### config.mk
export PLATFORM = sky130hd
export DESIGN_NAME = fifo_sync_flags
export DESIGN_NICKNAME = d
export VERILOG_FILES = /design/src/rtl/fifo_pkg.sv /design/src/rtl/fifo_ram.sv /design/src/rtl/fifo_sync_flags.sv
export SDC_FILE = /design/constraint.sdc
export NUM_CORES = 1
export LEC_CHECK = 0
export BUFFER_PORTS_ARGS = -buffer_cell sky130_fd_sc_hd__buf_4
export CAP_MARGIN = 20
export CORE_MARGIN = 2
export CORE_UTILIZATION = 56
export DETAILED_ROUTE_END_ITERATION = 7
export GPL_ROUTABILITY_DRIVEN = 0
export PLACE_DENSITY_LB_ADDON = 0.05
export REMOVE_ABC_BUFFERS = 1
export SLEW_MARGIN = 20
export SYNTH_ARGS = -nofsm -noshare
export SYNTH_HDL_FRONTEND = slang
export SYNTH_SLANG_ARGS = --single-unit
### constraint.sdc
create_clock -name clk -period 3.6 [get_ports clk]
set_input_delay 0.72 -clock clk [delete_from_list [all_inputs] [get_ports clk]]
set_output_delay 0.72 -clock clk [all_outputs]
set_load 0.03 [all_outputs]
### src/rtl/fifo_pkg.sv
// Shared defaults and elaboration-time configuration checks for the flagged sync FIFO.
package fifo_pkg;

    localparam int DEF_DATA_WIDTH   = 8;
    localparam int DEF_ADDR_WIDTH   = 4;
    localparam int DEF_DATA_DEPTH   = 16;
    localparam int DEF_AFULL_THRESH = 12;
    localparam int DEF_AEMPTY_THRESH = 2;

    // Pointers wrap by natural overflow, so depth must be an exact power of two.
    function automatic bit depth_ok(input int depth, input int aw);
        return depth == (1 << aw);
    endfunction

    function automatic bit thresh_ok(input int depth, input int afull, input int aempty);
        return (afull >= 1) && (afull <= depth) && (aempty >= 0) && (aempty <= depth - 1);
    endfunction

endpackage

### src/rtl/fifo_ram.sv
// Simple dual-port storage: synchronous write port, asynchronous read port.
module fifo_ram #(
    parameter int data_width = 8,
    parameter int addr_width = 4,
    parameter int data_depth = 16
) (
    input  logic                  clk,
    input  logic                  we_i,
    input  logic [addr_width-1:0] waddr_i,
    input  logic [data_width-1:0] wdata_i,
    input  logic [addr_width-1:0] raddr_i,
    output logic [data_width-1:0] rdata_o
);

    logic [data_width-1:0] mem_q [data_depth];

    always_ff @(posedge clk) begin
        if (we_i) begin
            mem_q[waddr_i] <= wdata_i;
        end
    end

    assign rdata_o = mem_q[raddr_i];

endmodule

### src/rtl/fifo_sync_flags.sv
// Single-clock FIFO with count-decoded flags, sticky error flags and a build-time
// choice of registered-read or first-word-fall-through output.
module fifo_sync_flags
    import fifo_pkg::*;
#(
    parameter int data_width    = DEF_DATA_WIDTH,
    parameter int addr_width    = DEF_ADDR_WIDTH,
    parameter int data_depth    = DEF_DATA_DEPTH,
    parameter int fwft          = 0,
    parameter int afull_thresh  = DEF_AFULL_THRESH,
    parameter int aempty_thresh = DEF_AEMPTY_THRESH
) (
    input  logic                  clk,
    input  logic                  rst_n,
    input  logic                  wr_en,
    input  logic [data_width-1:0] wr_data,
    input  logic                  rd_en,
    output logic [data_width-1:0] rd_data,
    input  logic                  clr_err,
    output logic                  full,
    output logic                  empty,
    output logic                  almost_full,
    output logic                  almost_empty,
    output logic [addr_width:0]   data_count,
    output logic                  overflow,
    output logic                  underflow
);

    if (!depth_ok(data_depth, addr_width)) begin : g_bad_depth
        $error("fifo_sync_flags: data_depth must equal 2**addr_width");
    end
    if (!thresh_ok(data_depth, afull_thresh, aempty_thresh)) begin : g_bad_thresh
        $error("fifo_sync_flags: almost-full/almost-empty threshold out of range");
    end

    localparam logic [addr_width:0] DEPTH_C  = data_depth[addr_width:0];
    localparam logic [addr_width:0] AFULL_C  = afull_thresh[addr_width:0];
    localparam logic [addr_width:0] AEMPTY_C = aempty_thresh[addr_width:0];

    logic [addr_width-1:0] wr_ptr_q, wr_ptr_d;
    logic [addr_width-1:0] rd_ptr_q, rd_ptr_d;
    logic [addr_width:0]   count_q, count_d;
    logic                  ovf_q, ovf_d;
    logic                  udf_q, udf_d;
    logic                  wr_fire, rd_fire;
    logic [data_width-1:0] ram_rdata;

    // The count is the only source of truth; pointer equality is ambiguous after wrap.
    assign full         = (count_q == DEPTH_C);
    assign empty        = (count_q == '0);
    assign almost_full  = (count_q >= AFULL_C);
    assign almost_empty = (count_q <= AEMPTY_C);
    assign data_count   = count_q;
    assign overflow     = ovf_q;
    assign underflow    = udf_q;

    assign wr_fire = wr_en & ~full;
    assign rd_fire = rd_en & ~empty;

    always_comb begin
        wr_ptr_d = wr_fire ? wr_ptr_q + 1'b1 : wr_ptr_q;
        rd_ptr_d = rd_fire ? rd_ptr_q + 1'b1 : rd_ptr_q;
        count_d  = count_q;
        case ({wr_fire, rd_fire})
            2'b10:   count_d = count_q + 1'b1;
            2'b01:   count_d = count_q - 1'b1;
            default: count_d = count_q;
        endcase
        // A set in the same cycle as clr_err must not be lost.
        ovf_d = (wr_en & full)  ? 1'b1 : (clr_err ? 1'b0 : ovf_q);
        udf_d = (rd_en & empty) ? 1'b1 : (clr_err ? 1'b0 : udf_q);
    end

    always_ff @(posedge clk or negedge rst_n) begin
        if (!rst_n) begin
            wr_ptr_q <= '0;
            rd_ptr_q <= '0;
            count_q  <= '0;
            ovf_q    <= 1'b0;
            udf_q    <= 1'b0;
        end else begin
            wr_ptr_q <= wr_ptr_d;
            rd_ptr_q <= rd_ptr_d;
            count_q  <= count_d;
            ovf_q    <= ovf_d;
            udf_q    <= udf_d;
        end
    end

    fifo_ram #(
        .data_width(data_width),
        .addr_width(addr_width),
        .data_depth(data_depth)
    ) u_ram (
        .clk     (clk),
        .we_i    (wr_fire),
        .waddr_i (wr_ptr_q),
        .wdata_i (wr_data),
        .raddr_i (rd_ptr_q),
        .rdata_o (ram_rdata)
    );

    if (fwft == 0) begin : g_std
        logic [data_width-1:0] rd_data_q;
        always_ff @(posedge clk or negedge rst_n) begin
            if (!rst_n) begin
                rd_data_q <= '0;
            end else if (rd_fire) begin
                rd_data_q <= ram_rdata;
            end
        end
        assign rd_data = rd_data_q;
    end else begin : g_fwft
        assign rd_data = ram_rdata;
    end

endmodule

### Word level (Yosys, flattened, before mapping)

Memories as Yosys holds them, arrays and structs flattened. A register that Yosys moved wholly into a read port is not among the register bits.
Index checks and enable logic that the tools add are counted.

| word-level totals | value |
|---|---|
| bits of input ports | 13 |
| bits in registers | 15 |
| word-level logic and storage cells | 32 |
| memory bits (writable) | 128 |
| memories | 1 |
| memory bits (read-only) | 0 |
| bits in latches | 0 |

Memories:

| name | words | bits a word | read ports | clocked after Yosys merged registers in | wr ports | line | RTL |
|---|---|---|---|---|---|---|---|
| u_ram.mem_q | 16 | 8 | 1 | 1 | 1 | fifo_ram.sv:15 | `logic [data_width-1:0] mem_q [data_depth];` |

| cells by class | value |
|---|---|
| reduce and logical (&&, ||, !) cells | 5 |
| divide/modulo/power cells | 0 |
| multiply operators | 0 |
| muxes and demuxes | 6 |
| $lt $le $gt $ge | 2 |
| $add $sub $neg | 4 |
| shifts and indexed selects | 0 |
| equality and inequality tests | 3 |
| bitwise logic cells | 6 |

Operator list:

| operator | number |
|---|---|
| 5-bit case mux with 2 select lines | 1 |
| 4-bit by 1-bit adder with 4-bit output (second input constant) | 2 |
| 2-bit nonzero test | 3 |
| 5-bit by 1-bit adder with 5-bit output (second input constant) | 1 |
| 5-bit equality test (second input constant) | 1 |
| 5-bit by 4-bit greater-or-equal comparator with 1-bit output (second input constant) | 1 |
| 5-bit by 2-bit <= comparator with 1-bit output (second input constant) | 1 |
| 5-bit logical NOT | 1 |
| 1-bit two-way mux | 5 |
| 5-bit by 1-bit subtractor with 5-bit output (second input constant) | 1 |
| 1-bit bitwise AND | 4 |
| 2-bit by 1-bit equality test with 1-bit output (second input constant) | 1 |
| 2-bit equality test (second input constant) | 1 |
| 1-bit inverter | 2 |
| 1-bit logical NOT | 1 |

### Longest topological paths before layout

| logic depth | value |
|---|---|
| depth in word-level cells | 5 |
| mapped depth | 12 |

### Modules after synthesis

Synthesis repeated with hierarchy kept, for this count alone.

| unflattened totals | value |
|---|---|
| cell total of the unflattened synthesis | 327 |
| area, all modules | 6,112.1 µm² |

Modules (own cells, without submodules):

| module | area each (µm²) | sequential area each (µm²) | instances | cells each |
|---|---|---|---|---|
| fifo_ram | 4,987.3 | 3,843.7 | 1 | 221 |
| fifo_sync_flags | 1,124.8 | 575.6 | 1 | 106 |

### Worst setup path before layout

OpenSTA, ideal clock, no wires.

| timing | value |
|---|---|
| path kind | reg2out |
| start point | register count_q[2], in the netlist data_count[2] |
| end point | output port almost_empty |
| data required time | 2.880 ns |
| slack | 0.616 ns |
| stages on the path, launching flop included | 3 |
| path buffers | 1 |
| arrival time | 2.264 ns |
| path through | dfrtp_1 > buf_2 > a2111oi_0 |

| between the ends | value |
|---|---|
| longest elaborated chain between the ends | 1 |

RTL lines:

| element | line | RTL |
|---|---|---|
| from (decl) | fifo_sync_flags.sv:42 | `logic [addr_width:0] count_q, count_d;` |
| from (signal assigned) | fifo_sync_flags.sv:84 | `count_q <= count_d;` |
| 5-bit by 2-bit <= comparator with 1-bit output | fifo_sync_flags.sv:52 | `assign almost_empty = (count_q <= AEMPTY_C);` |
| to (decl) | fifo_sync_flags.sv:23 | `output logic almost_empty,` |

No other way between the ends.

### Final worst setup path

| timing | value |
|---|---|
| start point | register count_q[1], in the netlist data_count[1] |
| end point | register count_q[4], in the netlist data_count[4] |

| between the ends | value |
|---|---|
| longest elaborated chain between the ends | 5 |
| elaborated cells on any way between the ends | 12 |
| classes of those cells | add/sub: 2; eq/ne: 3; mux: 1; bitwise: 4; reduce/logical: 2 |

RTL lines:

| element | line | RTL |
|---|---|---|
| 5-bit logical NOT * | fifo_sync_flags.sv:50 | `assign empty = (count_q == '0);` |
| 1-bit inverter * | fifo_sync_flags.sv:58 | `assign rd_fire = rd_en & ~empty;` |
| 1-bit bitwise AND * | fifo_sync_flags.sv:58 |  |
| via rd_fire | fifo_sync_flags.sv:45 | `logic wr_fire, rd_fire;` |
| 2-bit by 1-bit equality test with 1-bit output / 2-bit equality test (equally long branches) | fifo_sync_flags.sv:64 | `case ({wr_fire, rd_fire})` |
| 5-bit case mux with 2 select lines / 2-bit nonzero test (equally long branches) | - |  |

The timed path passes the listed nets; every way through them passes the cells marked *.
A chain may end at the register's enable or synchronous reset.

==> impl_metrics.toml <==
[outcome]
outcome = "complete, no violations"

[power]
internal_power_mw = 3.829
power_density_nw_per_um2 = 808.0
seqPwrFrac_pct = 42.6
combPwrFrac_pct = 29.1
p_sw_share_pct = 32.93
p_switching_mw = 1.880
p_leak_nw = 2.521
pwr-share-clk_pct = 28.3
p_total_mw = 5.709
ir_drop_v = 0.0004397

[global_route]
grt_most_used_layer = "met2"
grt_pass1_wl_um = 17370
grt_usage_pct = 21.11
use_met3_pct = 4.762
antenna_found_initial = 0
grt_use_met1_pct = 30.21
grt_max_degree = 28
grt-ovfl-total = 0
grtUsageMet2_pct = 32.26
grt_pass1_vias = 3093

[clocking]
htreeDepth = 4
cts_num_sinks = 151
cts_buffer_depth = 2
cts_setup_buffers = 0
clock_latency_ns = 0.52
cts-root-buf = "clkbuf_8"
ctsHoldBuffers = 0
cts_tree = "done"
clk_pin_slew_ns = 0.07
cts_buffers = 17
cts_resized = 0

[flow_run]
maxCapViolations = 0

[cells_and_area]
layout_common_cells = "edfxtp_1, buf_4, mux4_2"
drive_above_1_share_pct = 31.76
diodes = 0
postLayoutCoreUtil_pct = 66.05
synthToLayoutAreaGrowth_pct = 16.39
final_common_cell = "edfxtp_1"
stdcell_area_um2 = 7066
n_fill_cell = 734
fin_nets = 389

[timing]
setup_tns_ns = 0
setup_viol = 0
drv_slew = 0
skew_ns = 0.01183
max_freq_mhz = 351.1
rsz0062_at_grt = "no"
slew_headroom_pct = 35.92
fin_crit_ns = 2.848
hold_ws_ns = 0.09876
worst_slew_pin_slew_ns = 0.9613
fin_crit_sh_pct = 79.11
hold_viol = 0

[worst_setup_path]
required_ns = 3.99
worst-r2r-setup-slack_ns = 0.75
startpoint_type = "flop"
r2r_cells = 11
path_cells = "or4_4 > o21ai_2 > buf_4 > inv_2 > ha_1 > xor2_1 > ha_1 > and3b_1 > o21ai_0 > a21oi_1 > xor2_1"
endpoint_kind = "flop"
r2r_start = "data_count[1]"
arrival_ns = 3.24
slowest_stage = "or4_4"
r2r-end = "data_count[4]"
crit_path_start = "data_count[1]"
worst-path-max-fanout = 11
worstSetupPathType = "reg2reg"
slowest_delay_ns = 0.58

[logic_synthesis]
yosysWarnings = 0
syn_area_per_cell_um2 = 19.09
synth_cells = 318
synth_area_um2 = 6071
postSynth.asyncResetShare_pct = 15.23
seq_area_frac_synth_pct = 72.79
synth-seq-cells = 151
synthFlopType = "edfxtp_1"
synth_edf_count = 128
synth_cell_types = 39

[die]
dieHeight_um = 108.1
row_count = 38
die_area_um2 = 11690
core-area_um2 = 10700
die_w_um = 108.1
start_util_pct = 56.75
ios = 32

[route]
via_per_inst = 5.724
dr.pass1.iters = 4
drcViolationCount = 0
wl_per_cell_um = 21.49
ant_nets = 0
num_vias = 2982
drt-total-wl_um = 11200
drtIter0Drc = 188

[placed_design]
place_area_um2 = 6516
io_buffers = 31
post-dp-hpwl_um = 7106

[min_path]
hp-class = "in2async"
power by group through the flow:
stage | logic [mW] | clock network (mW) | registers [mW]
5_1_grt | 1.81 | 1.72 | 2.47
2_1_floorplan | 0.904 | 0 | 2.66
6_report | 1.66 | 1.62 | 2.43
3_3_place_gp | 1.67 | 0 | 2.46
3_5_place_dp | 1.68 | 0 | 2.47
4_1_cts | 1.69 | 1.65 | 2.44
cell type report:
class	instances	area (um2)	area share (%)
Clock buffer	17	414.1	5.862
Clock inverter	15	135.1	1.913
Inverter	6	22.52	0.3188
Multi-Input combinational cell	142	1524	21.57
Sequential cell	151	4419	62.55
Tap cell	140	175.2	2.479
Timing Repair Buffer	50	375.4	5.313
through the flow:
stage	setup slack (ns)	instances
global placement	0.7907	489
finish	0.7521	521
global route	0.5925	521
CTS	0.7585	521
detailed placement	0.7740	489
floorplan	0.6877	299
cell usage after synthesis (all sizes together) (2+ instances only):
cell type	count	area (um2)
nand2	19	73.82
ha	8	100.1
o21ai	4	23.77
dfrtp	23	575.6
mux2i	16	160.2
edfxtp	128	3844
xor2	6	52.55
inv	6	22.52
and3b	2	17.52
o221ai	8	76.32
a21oi	4	20.02
nand2b	3	21.27
nor3	4	20.02
xnor2	7	61.31
mux4	32	720.7
a22o	2	17.52
nand4	2	12.51
buf	14	86.33
nor2	14	52.55
clkbuf	5	18.77
cell families (layout without fill, tap and decap cells):
kind of cell | Yosys count | after routing | synth area share (%)
AOI/OAI and AO/OA | 23 | 23 | 2.989
xor gates and xnor gates | 13 | 13 | 1.876
adders and majority gates | 8 | 8 | 1.649
buffers and inverters | 25 | 88 | 2.102
DFF | 151 | 151 | 72.79
muxes | 49 | 49 | 14.69
and+or+nand+nor | 49 | 49 | 3.896
flip-flops by register name (all words and copies together), names as in the netlist:
register and cells:
u_ram.mem_q 128, data_count 5, rd_data 8, underflow 1, wr_ptr_q 4, rd_ptr_q 4, overflow 1
per-layer routing:
layer,part of all wire (%),vias to the layer above
met1,43,1531
met4,0.81,0
met3,6.2,8
met2,50,85
li1,-,1358
met5,0,-
critical path, delay by kind of cell (launching register included):
family | cells | cell delay (ns)
AO/OA/AOI/OAI | 3 | 0.34
XOR/XNOR | 2 | 0.32
adder cells (fa/ha/maj) | 2 | 0.53
buffers and inverters | 2 | 0.31
flip-flops | 1 | 0.48
AND/OR/NAND/NOR | 2 | 0.74
worst max path at each step:
stage,to,slack [ns],cells after the start
CTS,data_count[4],0.76,11
detailed placement,data_count[4],0.77,11
global route,data_count[4],0.59,11
floorplan,data_count[4],0.69,10
global placement,data_count[4],0.79,11
finish,data_count[4],0.75,11
(Power assumes the default switching activity.)
